### src/rtl/ks_ram_responder.sv
// Memory-side responder for the K&S core: 32 x 16-bit RAM with a byte-serial program loader.
// Optional write protection of the low words is compiled in with `define KS_RAM_WRITE_PROTECT_EN.
module ks_ram_responder #(
  parameter int PROTECT_TOP = 16
) (
  input  logic        clk,
  input  logic        rst_n,
  input  logic [4:0]  ram_addr,
  input  logic        ram_write_enable,
  input  logic [15:0] data_out,
  output logic [15:0] data_in,
  output logic        core_hold,
  input  logic        load_valid,
  input  logic [7:0]  load_byte,
  input  logic        load_last,
  input  logic        load_restart,
  output logic        load_ready,
  output logic        load_done,
  output logic        wr_fault
);

  typedef enum logic [1:0] {
    LOAD_HI = 2'd0,
    LOAD_LO = 2'd1,
    RUN     = 2'd2
  } state_e;

`ifdef KS_RAM_WRITE_PROTECT_EN
  localparam logic PROT_EN = 1'b1;
`else
  localparam logic PROT_EN = 1'b0;
`endif
  localparam logic [5:0] PROT_TOP_W = 6'(PROTECT_TOP);

  state_e      state_q, state_d;
  logic [4:0]  load_addr_q, load_addr_d;
  logic [7:0]  hi_q, hi_d;
  logic [15:0] data_in_q, data_in_d;
  logic        wr_fault_q, wr_fault_d;

  logic [15:0] mem [0:31];

  logic load_ready_s;
  logic load_fire_s;
  logic load_wr_s;
  logic core_wr_req_s;
  logic prot_hit_s;
  logic core_wr_s;

  // A restart in the same cycle as a byte discards that byte.
  assign load_fire_s   = load_valid && load_ready_s && !load_restart;
  assign load_wr_s     = (state_q == LOAD_LO) && load_fire_s;
  assign core_wr_req_s = (state_q == RUN) && ram_write_enable;
  assign prot_hit_s    = PROT_EN && ({1'b0, ram_addr} < PROT_TOP_W);
  assign core_wr_s     = core_wr_req_s && !prot_hit_s;

  // State and datapath registers
  always_ff @(posedge clk or negedge rst_n) begin
    if (!rst_n) begin
      state_q     <= LOAD_HI;
      load_addr_q <= 5'd0;
      hi_q        <= 8'd0;
      data_in_q   <= 16'd0;
      wr_fault_q  <= 1'b0;
    end else begin
      state_q     <= state_d;
      load_addr_q <= load_addr_d;
      hi_q        <= hi_d;
      data_in_q   <= data_in_d;
      wr_fault_q  <= wr_fault_d;
    end
  end

  // Next-state logic for the loader FSM
  always_comb begin
    state_d     = state_q;
    load_addr_d = load_addr_q;
    hi_d        = hi_q;
    if (load_restart) begin
      state_d     = LOAD_HI;
      load_addr_d = 5'd0;
    end else begin
      case (state_q)
        LOAD_HI: begin
          if (load_fire_s) begin
            hi_d    = load_byte;
            state_d = LOAD_LO;
          end else begin
            state_d = LOAD_HI;
          end
        end
        LOAD_LO: begin
          if (load_fire_s) begin
            if (load_last || (load_addr_q == 5'd31)) begin
              state_d = RUN;
            end else begin
              load_addr_d = load_addr_q + 5'd1;
              state_d     = LOAD_HI;
            end
          end else begin
            state_d = LOAD_LO;
          end
        end
        RUN: begin
          state_d = RUN;
        end
        default: begin
          state_d     = LOAD_HI;
          load_addr_d = 5'd0;
        end
      endcase
    end
  end

  // Read data is zero outside RUN, including the cycle a restart is taken
  always_comb begin
    data_in_d  = 16'd0;
    wr_fault_d = core_wr_req_s && prot_hit_s;
    if ((state_q == RUN) && !load_restart) begin
      data_in_d = mem[ram_addr];
    end else begin
      data_in_d = 16'd0;
    end
  end

  // Status outputs decoded from the state register
  always_comb begin
    load_ready_s = 1'b1;
    core_hold    = 1'b1;
    load_done    = 1'b0;
    case (state_q)
      RUN: begin
        load_ready_s = 1'b0;
        core_hold    = 1'b0;
        load_done    = 1'b1;
      end
      default: begin
        load_ready_s = 1'b1;
        core_hold    = 1'b1;
        load_done    = 1'b0;
      end
    endcase
  end

  // Single write port shared by loader and core; the states are exclusive
  always_ff @(posedge clk) begin
    if (load_wr_s) begin
      mem[load_addr_q] <= {hi_q, load_byte};
    end else if (core_wr_s) begin
      mem[ram_addr] <= data_out;
    end
  end

  assign load_ready = load_ready_s;
  assign data_in    = data_in_q;
  assign wr_fault   = wr_fault_q;

endmodule
### config.mk
export PLATFORM = sky130hd
export DESIGN_NAME = ks_ram_responder
export DESIGN_NICKNAME = d
export VERILOG_FILES = /design/src/rtl/ks_ram_responder.sv
export SDC_FILE = /design/constraint.sdc
export NUM_CORES = 1
export LEC_CHECK = 0
export CORE_UTILIZATION = 32
export DETAILED_ROUTE_END_ITERATION = 7
export HOLD_SLACK_MARGIN = 0.08
export PLACE_DENSITY = 0.52
export SYNTH_ARGS = -nofsm -noshare
export SYNTH_HDL_FRONTEND = slang
export SYNTH_SLANG_ARGS = --single-unit
### constraint.sdc
create_clock -name clk -period 5.7 [get_ports clk]
set_clock_uncertainty 0.15 [all_clocks]
set_input_delay 0.57 -clock clk [delete_from_list [all_inputs] [get_ports clk]]
set_output_delay 0.57 -clock clk [all_outputs]
set_load 0.02 [all_outputs]
==> results of run 1 <==
-- registers in the layout, indices dropped and copies added, names as in the netlist --
register	cells
mem	512
data_in	16
load_addr_q	5
hi_q	8
state_q	2
-- layer usage --
layer / vias up / routed length (um)
li1: 4353 / -
met1: 5372 / 22600
met2: 275 / 24600
met3: 83 / 2460
met4: 0 / 1490
met5: - / 0
-- logic make-up after synthesis --
group,Yosys count,share of synthesized area
AOI/OAI and AO/OA,95,0.0339
xor gates and xnor gates,1,0.000412
adders and majority gates,2,0.00118
buffers and inverters,62,0.0194
DFF,543,0.760
muxes,206,0.165
other,1,0.000177
and+or+nand+nor,89,0.0200
-- cell usage after synthesis (all sizes together) (2+ instances only) --
cell type and n:
nor3b 4, nand2b 3, mux2i 67, a221oi 12, and3 2, a31oi 16, nor3 2, o21ai 19
inv 4, edfxtp 512, a22o 2, mux2 27, nor2b 5, mux4 112, dfrtp 31, nor2 41
a21oi 4, o2111ai 5, buf 37, ha 2, clkbuf 20, a221o 16, nand2 22, a22oi 18
and3b 3
-- timing repair --
item	4_1_cts	5_1_grt
hold buffers	1	0
endpoints found under the setup margin	0	0
endpoints found under the hold margin	31	0
-- per-stage QoR --
step	utilization	instances	instance area, um^2	hold slack [ps]
3_5_place_dp	0.346	1895	22800	343
6_report	0.371	1993	24400	354
4_1_cts	0.371	1993	24400	358
2_1_floorplan	-	999	21200	124
5_1_grt	0.371	1993	24400	366
3_3_place_gp	0.346	1895	22800	334
-- worst paths after layout --
check | cells past startpoint | end | start | slack [ps]
worst max-delay path | 4 | mem[10][7] | state_q[1] | 2460
worst min-delay path | 1 | hi_q[5] | hi_q[5] | 350
worst max register to register | 4 | mem[10][7] | state_q[1] | 2460
worst min register to register | 1 | hi_q[5] | hi_q[5] | 350
max in group asynchronous | 2 | load_addr_q[3] | rst_n | 4360
min in group asynchronous | 2 | data_in[2] | rst_n | 470
-- power breakdown --
| part | total, W | switching (W) | internal (W) |
|---|---|---|---|
| logic | 0.000549 | 0.000389 | 0.000161 |
| clock network | 0.00335 | 0.00145 | 0.00190 |
| registers | 0.00452 | 0.0000116 | 0.00451 |
| total | 0.00842 | 0.00185 | 0.00657 |
-- final cells by class --
cell class / instances / area, um^2
clock buffers: 77 / 1490
clock inverters: 20 / 158
fillers: 5982 / 41300
flip-flops and latches: 543 / 16200
inverters: 5 / 18.8
multi-input cells: 394 / 4710
repair buffers: 90 / 821
well taps: 864 / 1080
==> metrics.cfg, run 1 <==
[cells_and_area]
n_antenna_cell = 0
syn_to_final_growth_pct = 15.0
drive_gt1_frac = 0.232
final_cell_mix = edfxtp_1 (512), mux4_2 (111), mux2i_1 (67)
num-nets-final = 1125
layout_commonest_cell = edfxtp_1

[grt]
grt_pass1_wl_mm = 74.2
use_met2 = 0.245
grt_remaining_overflow = 0
grt.busiest_layer = met2
antenna_found_initial = 0
grt_max_degree = 67
grt_pass1_vias = 10200
use_met1 = 0.212
grt_use_total = 0.153
use_met3 = 0.0218

[timing]
drv_slew = 0
slew_headroom = 0.193
finalHoldViolCount = 0
min_period_ps = 3240
fmax_mhz = 308
worst_pin_slew_ps = 1210
setup_viol = 0
grt_setup_unrepaired = no
period_share = 0.569
setup_ws_ps = 2460
finalSetupTns_ps = 0

[yosys]
ys_ff_latch = 543
synth_nets = 1036
yosys.area.top_type = edfxtp_1
syn_area_per_cell_um2 = 21.3
synth_edf_count = 512
yosysUniqueCellTypes = 46
yosysWarningCount = 0
synth_top_area_frac = 0.724
synth.area.top_cells = edfxtp_1 (72%), mux4_2 (12%), dfrtp_1 (3.7%), mux2i_1 (3.2%), mux2_2 (1.4%)
netlist_instances = 999
ys_seq_area_frac = 0.760
syn_area_mm2 = 0.0212
synthFlopType = edfxtp_1
async_flop_share = 0.0571

[critical_path]
cp_slowest_cell = nor2_2
worst-setup-path-type = register to register
cp.required_ps = 5760
path_buf_inv = 0
crit_path_end_kind = register
path_max_fanout = 16
crit_arrival_ps = 3300
critPathTopFamily = simple AND/OR/NAND/NOR gates
crit_chain = nand3b_1, mux2i_1, nand2_1, nor2_2
cp_slowest_stage_delay_ps = 820
start_kind = register

[drt]
post_drt_wl_per_cell_um = 25.6
drt_first_iter_violations = 681
drcViolationCount = 0
viasPerCell = 5.06
routed_wl_mm = 51.1
vias = 10100
drt.antenna.violating_nets = 0
firstDrtPassIters = 5

[place]
port_buffers = 53
dp_worst_setup_slack_ps = 2020
hpwl_mm = 30.1
gp_congestion = 0.804

[cts]
cts_tree = yes
clock_latency_ps = 610
clockBufferDepth = 3
ctsRootBufferMaster = clkbuf_16
cts-resized-gates = 0
clock_sinks = 543
cts-buffers-inserted = 54
cts_max_level = 2
post-cts-setup-buffer-count = 0
cts.reportedPaths.clkPinSlew_ps = 60

[floorplan]
ioPinCount = 55
rows = 94
core_mm2 = 0.0657
die_w_um = 260
start_util = 0.323
dieArea_mm2 = 0.0674
dieHeight_um = 260

[power]
leakagePower_nw = 7.80
power_w = 0.00842
peakVddDrop_v = 0.000213
power-per-cell-area_mw_per_mm2 = 345

[outcome]
status = finished clean

[run]
drv_cap = 0

[min_path]
hp-class = register to register

No activity file was read; power rests on OpenSTA's default activity.
==> run 2, diff against run 1 <==
Clock period 5.7 ns to 3.1 ns, I/O delays scaled along.
==> run 2 against run 1 <==
Against the previous run:
- critical path depth stayed put
- clock power grew 90%
- critical endpoint is now mem[8][9]
- cell area rose by 2.2%
- total power rose by 87%
- register-to-register slack got worse by 2400 ps
- combinational power grew 100%
- global-route usage is 0.27 points lower
==> metrics.cfg, run 2 (same netlist as run 1, synthesis figures left out) <==
[critical_path]
worst-setup-path-type = register to register
crit_arrival_ps = 3070
crit_path_end_kind = register
cp.required_ps = 3160
reg2regPathDepth = 4
path_max_fanout = 16
r2r_slack_ps = 100
regToRegStartpoint = state_q[0]
start_kind = register
r2r_end = mem[8][9]

[min_path]
hp-class = input pin to asynchronous set/reset pin

[power]
sw_frac_of_total = 0.215
power_w = 0.0158
power-per-cell-area_mw_per_mm2 = 632
power.switching_w = 0.00339
p_int_w = 0.0124
pwr-share-seq = 0.527
peakVddDrop_v = 0.000364
combPwrFrac = 0.070
clockPowerShare = 0.404
leakagePower_nw = 8.09

[cells_and_area]
drive_gt1_frac = 0.262
utilization = 0.380
syn_to_final_growth_pct = 17.5
fin_cells = 2036
regMostFlops = mem
final_cell_mix = edfxtp_1 (512), mux4_2 (111), buf_4 (68)
fillers = 5885
layout_commonest_cell = edfxtp_1
num-nets-final = 1167
fin_area_mm2 = 0.0250
largest_reg_flops = 512

[cts]
ctsRootBufferMaster = clkbuf_16
cts_tree = yes
clockBufferDepth = 3
cts_max_level = 2
clock_sinks = 543
cts.reportedPaths.clkPinSlew_ps = 60
clock_latency_ps = 610
cts-buffers-inserted = 53
post-cts-setup-buffer-count = 0

[timing]
min_period_ps = 3000
slew_headroom = 0.185
drv_slew = 0
fmax_mhz = 333
setup_ws_ps = 97.1
period_share = 0.969
grt_setup_unrepaired = yes
worst_pin_slew_ps = 1220
setup_viol = 0
finalHoldViolCount = 0

[grt]
grt_use_total = 0.151
grt_pass1_wl_mm = 72.8
antenna_found_initial = 3
grt_remaining_overflow = 0
grt_max_degree = 41
grt_pass1_vias = 10300

[floorplan]
core_mm2 = 0.0657
rows = 94
ioPinCount = 55
dieArea_mm2 = 0.0674
start_util = 0.323
dieHeight_um = 260
die_w_um = 260

[place]
dp_worst_setup_slack_ps = 37.1
dpl.cell_count = 1938
gp_congestion = 0.821
post_dp_cell_area_mm2 = 0.0232
port_buffers = 53
hpwl_mm = 31.1

[run]
drv_cap = 0

[outcome]
status = finished clean

[drt]
firstDrtPassIters = 5
drt.antenna.violating_nets = 0
routed_wl_mm = 50.2
viasPerCell = 4.99
post_drt_wl_per_cell_um = 24.6
drt_first_iter_violations = 861
drcViolationCount = 0
vias = 10200

## run 2: cell count changes in the layout (fill, tap and decap cells not counted), moves of 3 or more
cell,change
bufinv_16,+3
buf_12,+11
buf_4,+32
clkbuf_1,-4
## run 2: worst max-delay path: stages, from the launching register on
cell and delay (ps):
dfrtp_1 490, inv_1 170, o41ai_2 750, o21ai_2 250
nor2_2 800
## run 2: repair_timing
item / in CTS / in global routing
endpoints found under the setup margin: 0 / 160
hold buffers: 1 / 0
endpoints found under the hold margin: 31 / 0
resized for setup: 0 / 2
## run 2: metrics by stage
step	hold WS (ps)	setup TNS, ps
floorplan	-136	0
global placement	301	0
detailed placement	311	0
CTS	177	0
global route	207	-2190
finish	210	0
## run 2: final cells by class
class | instances | area, um^2 | area share
flip-flops and latches | 543 | 16200 | 0.647
multi-input cells | 394 | 4710 | 0.189
clock buffers | 73 | 1470 | 0.0591
repair buffers | 133 | 1280 | 0.0513
well taps | 864 | 1080 | 0.0433
clock inverters | 23 | 234 | 0.00938
inverters | 5 | 18.8 | 0.000752
diodes | 1 | 2.50 | 0.000100
## run 2: metal layers
layer / routed length [um] / track usage
met1: 23300 / 0.217
met2: 23400 / 0.233
met3: 2600 / 0.0284
met4: 945 / 0.0410
met5: 8 / 0
## run 2: worst max-delay path by stage
stage / from / to / slack (ps) / cells after the start
final: state_q[0] / mem[8][9] / 100 / 4
after CTS: state_q[0] / mem[3][4] / 150 / 5
after detailed placement: load_valid / mem[27][8] / 40 / 6
after global placement: ram_write_enable / mem[27][7] / 40 / 7
after global routing: state_q[0] / mem[12][3] / -80 / 4
after floorplan: ram_addr[0] / mem[10][0] / 410 / 8
## run 2: power groups by stage
stage	combinational (W)	clock, W	sequential, W
after floorplan	0.000585	0	0.00845
after global placement	0.00111	0	0.00846
after detailed placement	0.00113	0	0.00846
after CTS	0.00113	0.00651	0.00831
after global routing	0.00118	0.00677	0.00831
final	0.00110	0.00637	0.00831
